## src/rtl/regfile_scan.sv

```systemverilog
// regfile_scan: parametrised 1-write/2-read register file with a sequential
// bulk-clear engine and a free-running scan port for the display path.
//
// Optional feature macro: REGFILE_BYPASS_EN
//   defined     -> write-first: reads of wa3 return wd3 while a write to wa3
//                  is taking effect this cycle (rd1, rd2 and scan capture)
//   not defined -> reads return the stored value; new data visible next cycle
//
// FSM states:
//   state | meaning
//   IDLE  | normal operation, writes accepted, clr_req starts a clear
//   CLEAR | zeroing mem[clr_cnt] each cycle for DEPTH cycles, busy=1

module regfile_scan #(
    parameter int DATA_W   = 8,
    parameter int ADDR_W   = 3,
    parameter int ZERO_REG = 0,
    parameter int SCAN_DIV = 25_000_000
) (
    input  logic              clk,
    input  logic              rst,
    input  logic              we3,
    input  logic [ADDR_W-1:0] wa3,
    input  logic [DATA_W-1:0] wd3,
    input  logic [ADDR_W-1:0] ra1,
    input  logic [ADDR_W-1:0] ra2,
    output logic [DATA_W-1:0] rd1,
    output logic [DATA_W-1:0] rd2,
    input  logic              clr_req,
    output logic              busy,
    output logic [ADDR_W-1:0] scan_addr,
    output logic [DATA_W-1:0] scan_data,
    output logic              scan_valid
);

    localparam int DEPTH = 1 << ADDR_W;
    localparam int DIV_W = (SCAN_DIV > 1) ? $clog2(SCAN_DIV) : 1;

    typedef enum logic {
        IDLE  = 1'b0,
        CLEAR = 1'b1
    } state_t;

    state_t              state;
    state_t              state_nxt;
    logic [ADDR_W-1:0]   clr_cnt;
    logic [ADDR_W-1:0]   clr_cnt_nxt;

    logic [DATA_W-1:0]   mem [DEPTH];

    logic                wr_eff;
    logic                hit1;
    logic                hit2;
    logic                hit_scan;

    logic [DIV_W-1:0]    div_cnt;
    logic                scan_tick;
    logic [ADDR_W-1:0]   scan_ptr;
    logic [DATA_W-1:0]   scan_rd;

    // Common read path: zero-register masking has priority over bypass so
    // register 0 can never appear non-zero, even for one cycle.
    function automatic logic [DATA_W-1:0] read_sel(
        input logic [ADDR_W-1:0] addr,
        input logic [DATA_W-1:0] stored,
        input logic              wr_hit,
        input logic [DATA_W-1:0] wdata
    );
        if ((ZERO_REG != 0) && (addr == '0)) begin
            return '0;
        end
        if (wr_hit) begin
            return wdata;
        end
        return stored;
    endfunction

    // A write lands only in IDLE and only if no clear is being requested on
    // the same edge; writes to a hardwired zero register are dropped here so
    // the bypass path never sees them either.
    always_comb begin
        wr_eff = we3 && (state == IDLE) && !clr_req;
        if ((ZERO_REG != 0) && (wa3 == '0)) begin
            wr_eff = 1'b0;
        end
    end

`ifdef REGFILE_BYPASS_EN
    // Forward pending write data to any reader of the written address.
    always_comb begin
        hit1     = wr_eff && (ra1 == wa3);
        hit2     = wr_eff && (ra2 == wa3);
        hit_scan = wr_eff && (scan_ptr == wa3);
    end
`else
    // No forwarding: readers always see the stored value.
    always_comb begin
        hit1     = 1'b0;
        hit2     = 1'b0;
        hit_scan = 1'b0;
    end
`endif

    // Combinational read ports plus the value the scan step would capture.
    always_comb begin
        rd1     = read_sel(ra1, mem[ra1], hit1, wd3);
        rd2     = read_sel(ra2, mem[ra2], hit2, wd3);
        scan_rd = read_sel(scan_ptr, mem[scan_ptr], hit_scan, wd3);
    end

    // FSM state and clear-address register.
    always_ff @(posedge clk or posedge rst) begin
        if (rst) begin
            state   <= IDLE;
            clr_cnt <= '0;
        end else begin
            state   <= state_nxt;
            clr_cnt <= clr_cnt_nxt;
        end
    end

    // Next state: CLEAR runs exactly DEPTH cycles and ignores clr_req.
    always_comb begin
        state_nxt   = state;
        clr_cnt_nxt = clr_cnt;
        case (state)
            IDLE: begin
                if (clr_req) begin
                    state_nxt   = CLEAR;
                    clr_cnt_nxt = '0;
                end
            end
            CLEAR: begin
                clr_cnt_nxt = clr_cnt + ADDR_W'(1);
                if (clr_cnt == ADDR_W'(DEPTH - 1)) begin
                    state_nxt = IDLE;
                end
            end
            default: begin
                state_nxt   = IDLE;
                clr_cnt_nxt = '0;
            end
        endcase
    end

    assign busy = (state == CLEAR);

    // Register array: reset clears everything, CLEAR zeroes one entry per
    // cycle, otherwise an effective write stores wd3.
    always_ff @(posedge clk or posedge rst) begin
        if (rst) begin
            for (int i = 0; i < DEPTH; i++) begin
                mem[i] <= '0;
            end
        end else if (state == CLEAR) begin
            mem[clr_cnt] <= '0;
        end else if (wr_eff) begin
            mem[wa3] <= wd3;
        end
    end

    assign scan_tick = (div_cnt == DIV_W'(SCAN_DIV - 1));

    // Scan divider: counts 0..SCAN_DIV-1 and wraps; the wrap edge is a step.
    always_ff @(posedge clk or posedge rst) begin
        if (rst) begin
            div_cnt <= '0;
        end else if (scan_tick) begin
            div_cnt <= '0;
        end else begin
            div_cnt <= div_cnt + DIV_W'(1);
        end
    end

    // Scan step: capture the pointed register, pulse valid, advance pointer.
    // Independent of the clear engine so the display keeps refreshing.
    always_ff @(posedge clk or posedge rst) begin
        if (rst) begin
            scan_ptr   <= '0;
            scan_addr  <= '0;
            scan_data  <= '0;
            scan_valid <= 1'b0;
        end else begin
            scan_valid <= scan_tick;
            if (scan_tick) begin
                scan_addr <= scan_ptr;
                scan_data <= scan_rd;
                scan_ptr  <= scan_ptr + ADDR_W'(1);
            end
        end
    end

endmodule

```

## config.mk

```make
export PLATFORM = sky130hd
export DESIGN_NAME = regfile_scan
export DESIGN_NICKNAME = d
export VERILOG_FILES = /design/src/rtl/regfile_scan.sv
export SDC_FILE = /design/constraint.sdc
export NUM_CORES = 1
export LEC_CHECK = 0
export CAP_MARGIN = 25
export CORE_UTILIZATION = 58
export CTS_CLUSTER_DIAMETER = 50
export CTS_CLUSTER_SIZE = 12
export DETAILED_ROUTE_END_ITERATION = 10
export HOLD_SLACK_MARGIN = 0.15
export PLACE_DENSITY_LB_ADDON = 0.3
export RECOVER_POWER = 50
export SLEW_MARGIN = 20
export SYNTH_ARGS = -nofsm -noshare
export SYNTH_HDL_FRONTEND = slang
export SYNTH_SLANG_ARGS = --single-unit
```

## constraint.sdc

```tcl
create_clock -name clk -period 4.8 [get_ports clk]
set_input_delay 1.44 -clock clk [delete_from_list [all_inputs] [get_ports clk]]
set_output_delay 1.44 -clock clk [all_outputs]
set_load 0.01 [all_outputs]
```

==> summary.md, run 1 <==
| Metric | Value |
|---|---|
| Status | `finished, violations left` |
| Failing checks | `max-capacitance violations, max-slew violations` |
| Layout Utilization | `between 60 and 70%` |
| Peak Freq | `around 210 MHz` |
| Vias | `about 4,200` |
| Crit path kind | `in -> out` |
| H-tree lvl count | `3` |
| CP Max Fanout | `3` |
| Clock Sinks | `about 110` |
| Core ar. | `roughly 0.01 mm^2` |
| Worst path cell trace | `clkdlybuf4s50_1 -> mux4_2 -> mux2_2 -> clkdlybuf4s50_1` |
| Synth Register Bits | `108` |
| EDFF count, synth | `0` |
| Global placement routability congestion | `about 0.84` |
| DP Area | `around 0.0065 mm^2` |
| Critical path arrival | `3.32 ns` |
| Critical Path Start Type | `input pin` |
| CP max-delay cell | `clkdlybuf4s50_1` |
| Dominant cells by area after synthesis | `dfrtp_1 46%, mux4_2 18%, a22o_1 9.7%` |
| DP Wirelength | `around 10000 um` |
| Layout area overhead | `15.02%` |
| Area leader, netlist | `dfrtp_1` |
| Library cells used by synthesis | `46` |
| DRT antenna net count | `0` |
| Slew headroom | `-75.34%` |
| Pwr Density | `328.5 mW/mm^2` |
| Syn Inst Count | `423` |
| Yosys warnings | `0` |
| Initial antenna violation count | `0` |
| Reg clk slew, reported paths | `approximately 0.1 ns` |
| Vias/cell | `approximately 6.9` |
| Drt wl/cell | `approximately 25 um` |
| Clock tree from TritonCTS | `yes` |
| Buffers and inverters on the worst path | `2` |
| Critical path endpoint category | `primary output` |
| Pleak | `~2.9 nW` |
| Ant. Diodes | `0` |
| Synth Area per Inst | `around 14 um^2` |
| First-pass GRT wire length | `between 20,000 and 25,000 um` |
| Routed wire length | `around 15,000 um` |
| Die area | `0.01050 mm^2` |
| DR pass1 iterations | `5` |
| Fin. max-slew vios | `between 70 and 80` |
| Main flop type after synthesis | `dfrtp_1` |
| Clk buf depth | `2` |
| Post-Syn Area | `~0.0059 mm^2` |
| Max cap viols | `1` |
| Gr ovfl total | `0` |
| Nets | `about 500` |
| Synth top area share | `a little under half` |
| Tcrit/Tclk final | `~99%` |
| First DRT Iteration DRCs | `around 260` |
| Sequential area share after synthesis | `46.16%` |
| Vias in the first global route | `4,340` |
| GRT Resource Usage Total | `a little under a third` |
| Root Buffer | `clkbuf_8` |
| Input/output buffers | `~50` |
| Share of cells above drive strength 1 | `between 20% and 30%` |
| Drt drc | `0` |
| Asr flop ratio synth | `100.0%` |
| Required @ worst endpoint | `about 3.4 ns` |
| Die extent in y | `about 100 um` |
| Tmin final | `4.755 ns` |
| I/O Pins | `50` |
| Final setup vio count | `0` |
| Post-synth net total | `~450` |
| Final hold viol count | `0` |
| Post-Layout Inst Area | `0.006734 mm^2` |
| Starting density of the core | `between 50% and 60%` |
| Clock Skew | `around 0.011 ns` |
| Rows | `36` |
| Slowest cell delay on critical path | `about 0.57 ns` |
| Crit-path leading delay family | `buffers and inverters` |
| Worst-Skew Late Latency | `around 0.38 ns` |
| Number of CTS-inserted buffers | `9` |
| Largest net degree at the start of global routing | `~70` |
| Slew @ Worst Pin | `2.627 ns` |
| Most used cell, CP | `clkdlybuf4s50_1` |
| Die extent in x | `slightly above 100 um` |
| Maximum vdd drop | `between 0.3 and 0.4 mV` |
| Worst min path class | `reg -> reg` |
-- synth_stat cells, types with 2 or more instances --
cell,instances
nor4_1,4
mux4_2,48
nor2_1,14
nor2b_1,5
nand2_1,8
nor3_1,3
mux2_2,34
buf_2,9
inv_1,5
o21ai_0,3
or3_1,2
a21oi_1,9
nor3_2,3
or4_1,4
nand4_2,2
xnor2_1,7
a31oi_1,4
ha_1,4
clkbuf_1,6
buf_4,2
and4_1,5
nand2b_1,2
a22o_1,65
buf_6,2
nand4_1,3
and3_1,3
mux2_4,3
nor3_4,2
o31ai_1,5
buf_1,12
nand3_1,10
nor4_2,2
mux2i_1,2
dfrtp_1,108
xor2_1,11
and2_1,2
-- power by group --
| group | internal [mW] | leakage, nW | switching (mW) |
|---|---|---|---|
| Combinational | 0.294 | 1.36 | 0.269 |
| Sequential | 1.01 | 1.48 | 0.141 |
| Clock | 0.189 | 0.0864 | 0.313 |
| Total | 1.49 | 2.93 | 0.723 |
-- kinds of logic after synthesis --
group	share of synthesized area, %
AOI/OAI and AO/OA	11.97
xor gates and xnor gates	2.693
adders and majority gates	0.8549
buffers and inverters	2.970
DFF	46.16
muxes	26.12
and+or+nand+nor	9.233
-- path summary, 6_finish.rpt --
kind	from	endpoint	slack, ns	cells past startpoint
hold / removal	div_cnt[15]	div_cnt[15]	0.49	1
max in group asynchronous	rst	div_cnt[15]	0.79	3
hold reg to reg	div_cnt[15]	div_cnt[15]	0.49	1
min in group asynchronous	rst	mem[6]	2.42	2
setup reg to reg	div_cnt[10]	scan_addr[2]	1.28	5
setup / recovery	ra1[1]	rd1[7]	0.04	4
-- registers in the layout (all words and copies together), names as in the netlist --
register	count
mem	64
div_cnt	25
scan_data	8
clr_cnt	3
scan_addr	3
scan_ptr	3
busy	1
scan_valid	1
-- stage by stage --
step	hold slack, ns	instances	TNS (ns)	setup WS [ns]	total power [mW]
2_1_floorplan	0.4555	423	0	0.5144	1.483
3_3_place_gp	0.4770	591	-0.8514	-0.06480	1.672
3_5_place_dp	0.4795	591	-1.207	-0.09114	1.695
4_1_cts	0.4921	610	0	0.01335	2.197
5_1_grt	0.5070	612	-0.002707	-0.002707	2.306
6_report	0.4942	612	0	0.04465	2.212
-- metal layers --
layer | track usage (%) | share of wire, % | vias up | wire length [um]
met5 | 0 | 0 | - | 0
met4 | 12.86 | 4.1 | 0 | 619
met3 | 8.140 | 8.7 | 62 | 1303
met2 | 50.87 | 49 | 230 | 7410
met1 | 39.50 | 38 | 2132 | 5693
li1 | - | - | 1785 | -
-- cells in the final DEF, fill, tap and decap left out, types with 2 or more instances in the layout --
cell	instances
nand2b_1	2
and4_1	5
o21ai_0	3
clkbuf_2	2
nor3_2	3
a21oi_1	9
inv_1	5
and2_1	2
clkdlybuf4s50_1	43
clkinv_2	3
nor4_1	4
buf_12	2
mux4_2	48
nor3_1	4
bufbuf_16	2
o31ai_1	5
mux2i_1	2
nor4_2	2
buf_6	2
clkbuf_1	2
clkbuf_8	9
mux2_2	33
nor2_1	14
nand2_1	8
xnor2_1	7
nor2b_1	5
or3_1	2
and3_1	3
ha_1	4
dfrtp_1	108
nand3_1	10
a22o_1	65
buf_4	13
mux2_1	3
nand4_1	5
or4_1	4
a31oi_1	4
dlymetal6s2s_1	2
xor2_1	11
dlygate4sd3_1	2
-- repair_timing --
item                                    4_1_cts  5_1_grt
setup buffers                                 1        0
cloned                                        2        0
endpoints found under the setup margin       16       11
gates resized for setup                       2        5
hold buffers                                  0        0
-- layout make-up --
type	count	area (um^2)
Timing Repair Buffer	72	738.2
Sequential cell	108	2703
Tap cell	133	166.4
Inverter	5	18.77
Clock inverter	6	40.04
Clock buffer	10	127.6
Multi-Input combinational cell	278	2940
Fill cell	703	3040
Power figures use the tool's default switching activity.
==> run 2: changes to the inputs <==
CORE_MARGIN = 2   (was not set)
SETUP_SLACK_MARGIN = 0.5   (was not set)
==> run 2 against run 1 <==
Effect of this change:
- the flow still finishes with violations (max-capacitance violations, max-slew violations)
- largest power group unchanged
- critical path type unchanged
- count of clock-buffer cells in the layout is the same
- maximum frequency increased by 12%
- register-to-register slack worse by 0.17 ns
==> summary.md, run 2 (synthesized netlist as in run 1, its figures left out) <==
| Metric | Value |
|---|---|
| DP Wirelength | `a little under 10,000 um` |
| Input/output buffers | `49` |
| Largest net degree at the start of global routing | `78` |
| Cts hold-fix bufs | `0` |
| Slew headroom | `-13.84%` |
| CP Max Fanout | `8` |
| Tmin final | `around 4.3 ns` |
| Largest reg by FF count | `mem` |
| Starting density of the core | `about three fifths` |
| Critical path endpoint category | `primary output` |
| Clock Skew | `0.01375 ns` |
| Number of CTS-inserted buffers | `9` |
| Share of cells above drive strength 1 | `between 20% and 30%` |
| Nets | `between 500 and 600` |
| Drt drc | `0` |
| Crit path kind | `in -> out` |
| Required @ worst endpoint | `3.36 ns` |
| Die extent in x | `between 100 and 150 um` |
| Top Registers | `mem: 64 flops, div_cnt: 25 flops, scan_data: 8 flops` |
| Reg clk slew, reported paths | `about 0.080 ns` |
| Max reg flops | `64` |
| Post-route insts no fill | `about 610` |
| Critical path arrival | `around 2.8 ns` |
| Commonest non-fill, non-tap cell in the layout | `dfrtp_1` |
| Maximum vdd drop | `approximately 0.39 mV` |
| Pleak | `about 3.0 nW` |
| Setup bufs post-CTS | `0` |
| Core ar. | `a little under 0.01 mm^2` |
| First-pass GRT wire length | `~24,000 um` |
| Fin. max-slew vios | `15` |
| Pwr Density | `between 300 and 400 mW/mm^2` |
| Gr ovfl total | `0` |
| Vias in the first global route | `about 4,400` |
| Max cap viols | `1` |
| Final hold viol count | `0` |
| Root Buffer | `clkbuf_8` |
| Global placement routability congestion | `roughly 0.85` |
| Clk buf depth | `2` |
| Most frequent cells in the layout | `108 x dfrtp_1, 65 x a22o_1, 48 x mux4_2, 34 x mux2_2, 27 x clkdlybuf4s50_1` |
| Tcrit/Tclk final | `around nine tenths` |
| Failing checks | `max-capacitance violations, max-slew violations` |
| DRT antenna net count | `0` |
| H-tree lvl count | `3` |
| RSZ-0062 raised after global routing | `false` |
| Placed cells | `approximately 590` |
| GRT Resource Usage Total | `roughly 29%` |
| Die area | `~0.011 mm^2` |
| I/O Pins | `50` |
| DR pass1 iterations | `4` |
| Layout area overhead | `14.92%` |
| Die extent in y | `between 100 and 150 um` |
| Clock Sinks | `around 110` |
| Drt wl/cell | `24.18 um` |
| Vias/cell | `between 6 and 7` |
| Worst-Skew Late Latency | `0.37 ns` |
| Clock tree from TritonCTS | `yes` |
| TNS Setup | `0 ns` |
| Worst min path class | `reg -> reg` |
| Routed wire length | `14,770 um` |
| Final setup vio count | `0` |
| Initial antenna violation count | `0` |
| Vias | `4,166` |
| Ant. Diodes | `0` |
| Rows | `36` |
| Status | `finished, violations left` |
| Hold WS | `0.5006 ns` |
| Critical Path Start Type | `input pin` |
| Peak Freq | `234.7 MHz` |
| First DRT Iteration DRCs | `~400` |
| Slew @ Worst Pin | `between 1.5 and 2 ns` |
run 2: cell types whose count changed in the layout (fill, tap and decap cells not counted), moves of 2 or more:
cell	delta
clkdlybuf4s50_1	-16
dlygate4sd2_1	+15
buf_4	+4
mux2_1	-3
buf_16	+2
buf_6	-2
bufbuf_16	-2
bufinv_16	+2
clkbuf_1	+2
clkinv_2	-2
dlymetal6s2s_1	-2
mux2_4	+2
run 2: path summary, 6_finish.rpt:
path                        startpoint            to  slack [ns]  depth (start not counted)
max                             ra1[0]        rd1[3]        0.54                          5
min                         div_cnt[4]    div_cnt[4]        0.50                          1
max reg2reg                div_cnt[10]  scan_data[4]        1.11                          5
min reg2reg                 div_cnt[4]    div_cnt[4]        0.50                          1
max in group asynchronous          rst   div_cnt[11]        0.81                          4
min in group asynchronous          rst       mem[62]        1.60                          2
run 2: what timing repair did:
| item | 4_1_cts | 5_1_grt |
|---|---|---|
| gates resized for setup | 35 | 1 |
| hold endpoints to repair | 0 | 0 |
| setup endpoints to repair | 16 | 4 |
| gates cloned | 2 | 0 |
run 2: critical path, cell delays in order:
cell and delay [ns]:
buf_4 0.13, buf_12 0.15, mux4_2 0.52, mux2_2 0.29
dlygate4sd2_1 0.29
run 2: through the flow:
| step | power (mW) | setup slack [ns] | cell area [um^2] | util, % |
|---|---|---|---|---|
| 6_report | 2.266 | 0.5388 | 6728 | 68.83 |
| 5_1_grt | 2.367 | 0.3568 | 6728 | 68.83 |
| 4_1_cts | 2.256 | 0.5258 | 6758 | 69.14 |
| 3_5_place_dp | 1.692 | -0.1005 | 6534 | 66.85 |
| 3_3_place_gp | 1.670 | -0.06939 | 6534 | 66.85 |
| 2_1_floorplan | 1.483 | 0.5144 | 5854 | - |
run 2: layer usage:
metal / vias to the layer above / wire, um / GRT usage [%]
met5: - / 0 / 0
met3: 47 / 1076 / 6.266
met1: 2132 / 5978 / 38.70
li1: 1782 / - / -
met2: 205 / 7249 / 46.55
met4: 0 / 468 / 11.78
run 2: power by group:
group,internal [mW],switching (mW)
clock,0.285,0.294
sequential,1.01,0.135
combinational,0.279,0.266
total,1.57,0.695
run 2: cell type report:
class / instances / area [um^2]
Clock inverter: 3 / 65.06
Fill cell: 713 / 3047
Sequential cell: 108 / 2703
Multi-Input combinational cell: 278 / 2948
Tap cell: 133 / 166.4
Clock buffer: 10 / 127.6
Timing Repair Buffer: 74 / 698.2
Inverter: 5 / 20.02
==> run 3: changes to the inputs <==
==> constraint.sdc (replaced) <==
create_clock -name clk -period 4.8 [get_ports clk]
set_input_delay 1.2 -clock clk [delete_from_list [all_inputs] [get_ports clk]]
set_output_delay 1.2 -clock clk [all_outputs]
set_load 0.01 [all_outputs]
==> run 3 against run 2 <==
Effect of this change:
- the run still ends with max-capacitance violations, max-slew violations left
- register-to-register slack got worse by 0.03 ns
- sequential cell count did not move
- maximum frequency rose by 0.50%
- non-clock buffer count fell by 5
- die area did not move
- clock skew barely moved
- via count rose by 2.0%
- design area rose by 0.22%
- global-route usage rose by 0.50 points
- first-iteration DRC count fell by 36%
- critical endpoint is now rd2[4]
- largest power group unchanged
==> summary.md, run 3 (synthesized netlist as in run 1, its figures left out) <==
| Metric | Value |
|---|---|
| Worst min path class | `reg -> reg` |
| Crit path kind | `in -> out` |
| Setup bufs post-CTS | `0` |
| Commonest non-fill, non-tap cell in the layout | `dfrtp_1` |
| DR pass1 iterations | `4` |
| RR Startpoint | `div_cnt[8]` |
| H-tree lvl count | `3` |
| Share of cells above drive strength 1 | `~27%` |
| CP max-delay cell | `mux4_2` |
| Largest reg by FF count | `mem` |
| Root Buffer | `clkbuf_8` |
| Layout area overhead | `15.17%` |
| Hold depth | `1` |
| Ant. Diodes | `0` |
| Cts hold-fix bufs | `0` |
| Hold EP | `div_cnt[15]` |
| Core ar. | `0.009774 mm^2` |
| Maximum vdd drop | `about 0.33 mV` |
| Slew @ Worst Pin | `1.676 ns` |
| TNS Setup | `0 ns` |
| Worst path cell trace | `clkdlybuf4s15_1 -> bufbuf_16 -> mux4_2 -> mux2_2 -> clkdlybuf4s50_1` |
| First DRT Iteration DRCs | `~260` |
| Critical path arrival | `between 3 and 4 ns` |
| Routed wire length | `about 15,000 um` |
| Critical Path Start Type | `input pin` |
| CP Max Fanout | `8` |
| Required @ worst endpoint | `3.60 ns` |
| Status | `finished, violations left` |
| Final setup vio count | `0` |
| Input/output buffers | `between 40 and 50` |
| DP Wirelength | `just under 10,000 um` |
| Register Area | `0.002703 mm^2` |
| Fin. max-slew vios | `15` |
| Critical register-to-register path endpoint | `scan_addr[0]` |
| Worst-Skew Late Latency | `0.39 ns` |
| Critical path endpoint category | `primary output` |
| Min-delay src | `div_cnt[15]` |
| Max cap viols | `2` |
| Top Registers | `mem: 64 flops, div_cnt: 25 flops, scan_data: 8 flops` |
| Failing checks | `max-capacitance violations, max-slew violations` |
| GRT Resource Usage Total | `roughly 30%` |
| Most frequent cells in the layout | `108 x dfrtp_1, 65 x a22o_1, 48 x mux4_2, 43 x clkdlybuf4s50_1, 34 x mux2_2` |
| First-pass GRT wire length | `approximately 24,000 um` |
| Pwr Density | `333.6 mW/mm^2` |
| Largest net degree at the start of global routing | `83` |
| Buffers and inverters on the worst path | `3` |
| Clk buf depth | `2` |
| Max reg flops | `64` |
| Peak Freq | `235.9 MHz` |
| Hold WS | `a little under 0.5 ns` |
| Reg clk slew, reported paths | `around 0.10 ns` |
| Pleak | `roughly 2.9 nW` |
| Clock tree from TritonCTS | `yes` |
| Multi-input gate area | `0.002954 mm^2` |
| Rows | `36` |
| Crit-path leading delay family | `buffers and inverters` |
| Die extent in x | `roughly 100 um` |
| Tmin final | `about 4.2 ns` |
| Drt wl/cell | `approximately 25 um` |
| Initial antenna violation count | `0` |
| Starting density of the core | `about three fifths` |
| Vias/cell | `around 7` |
| Die area | `roughly 0.011 mm^2` |
| Global placement routability congestion | `a little under 0.9` |
| DRT antenna net count | `0` |
| Number of CTS-inserted buffers | `9` |
| Tcrit/Tclk final | `about nine tenths` |
| Slowest cell delay on critical path | `around 0.49 ns` |
| Slew headroom | `-12.59%` |
| Vias in the first global route | `between 4,000 and 5,000` |
| RSZ-0062 raised after global routing | `false` |
| I/O Pins | `50` |
| Die extent in y | `roughly 100 um` |
| Clock Skew | `around 0.014 ns` |
| Gr ovfl total | `0` |
| Final hold viol count | `0` |
| R2r worst-path depth | `5` |
| Clock Sinks | `around 110` |
| # fillers | `around 700` |
| Vias | `approximately 4,300` |
| R2r setup slk | `roughly 1.1 ns` |
| Nets | `~500` |
| Drt drc | `0` |
## run 3: cell types whose count changed in the layout (fill, tap and decap cells not counted), sizes merged, moves of 2 or more
cell,change
buf,-6
bufbuf,+2
bufinv,-2
clkbuf,-2
clkdlybuf4s50,+16
clkinvlp,+2
dlygate4sd2,-16
dlymetal6s2s,+2
## run 3: where the power goes
part | leakage (nW) | internal [mW] | switching, mW
Combinational | 1.33 | 0.295 | 0.273
Clock | 0.0876 | 0.217 | 0.320
Sequential | 1.48 | 1.01 | 0.137
Total | 2.89 | 1.52 | 0.730
## run 3: per-stage QoR
stage	utilization (%)	cell area (um^2)	instances	total power, mW	worst slack, ns
floorplan	-	5854	423	1.483	0.7544
global placement	66.46	6496	588	1.670	0.4132
detailed placement	66.58	6507	589	1.698	0.3931
CTS	69.18	6761	607	2.233	0.5043
global route	68.98	6743	609	2.335	0.5149
finish	68.98	6743	609	2.249	0.5601
## run 3: cell type report
cell class	count	share of cell area [%]
clock buffer	11	2.245
clock inverter	5	0.5381
inverter	5	0.3526
multi-input combinational	278	43.81
sequential	108	40.08
tap	133	2.468
timing repair buffer	69	10.50
## run 3: repair_timing
action | in CTS | in global routing
pin swaps | 0 | 0
gates resized for setup | 3 | 6
gates cloned | 2 | 0
endpoints found under the hold margin | 0 | 0
endpoints found under the setup margin | 16 | 15
## run 3: worst max-delay path by stage
stage | cells after the start | end | slack, ns | from
global placement | 5 | rd1[1] | 0.41 | ra1[0]
floorplan | 1 | busy | 0.75 | rst
CTS | 5 | rd1[2] | 0.50 | ra1[0]
detailed placement | 5 | rd2[1] | 0.39 | ra2[0]
global route | 5 | rd2[4] | 0.51 | ra2[0]
finish | 5 | rd2[4] | 0.56 | ra2[0]
## run 3: metal layers
| layer | wire length (um) | track usage (%) | up-vias |
|---|---|---|---|
| met5 | 0 | 0 | - |
| met4 | 459 | 13.13 | 0 |
| met3 | 1143 | 6.328 | 53 |
| met2 | 7631 | 47.85 | 229 |
| met1 | 5840 | 38.37 | 2190 |
| li1 | - | - | 1778 |
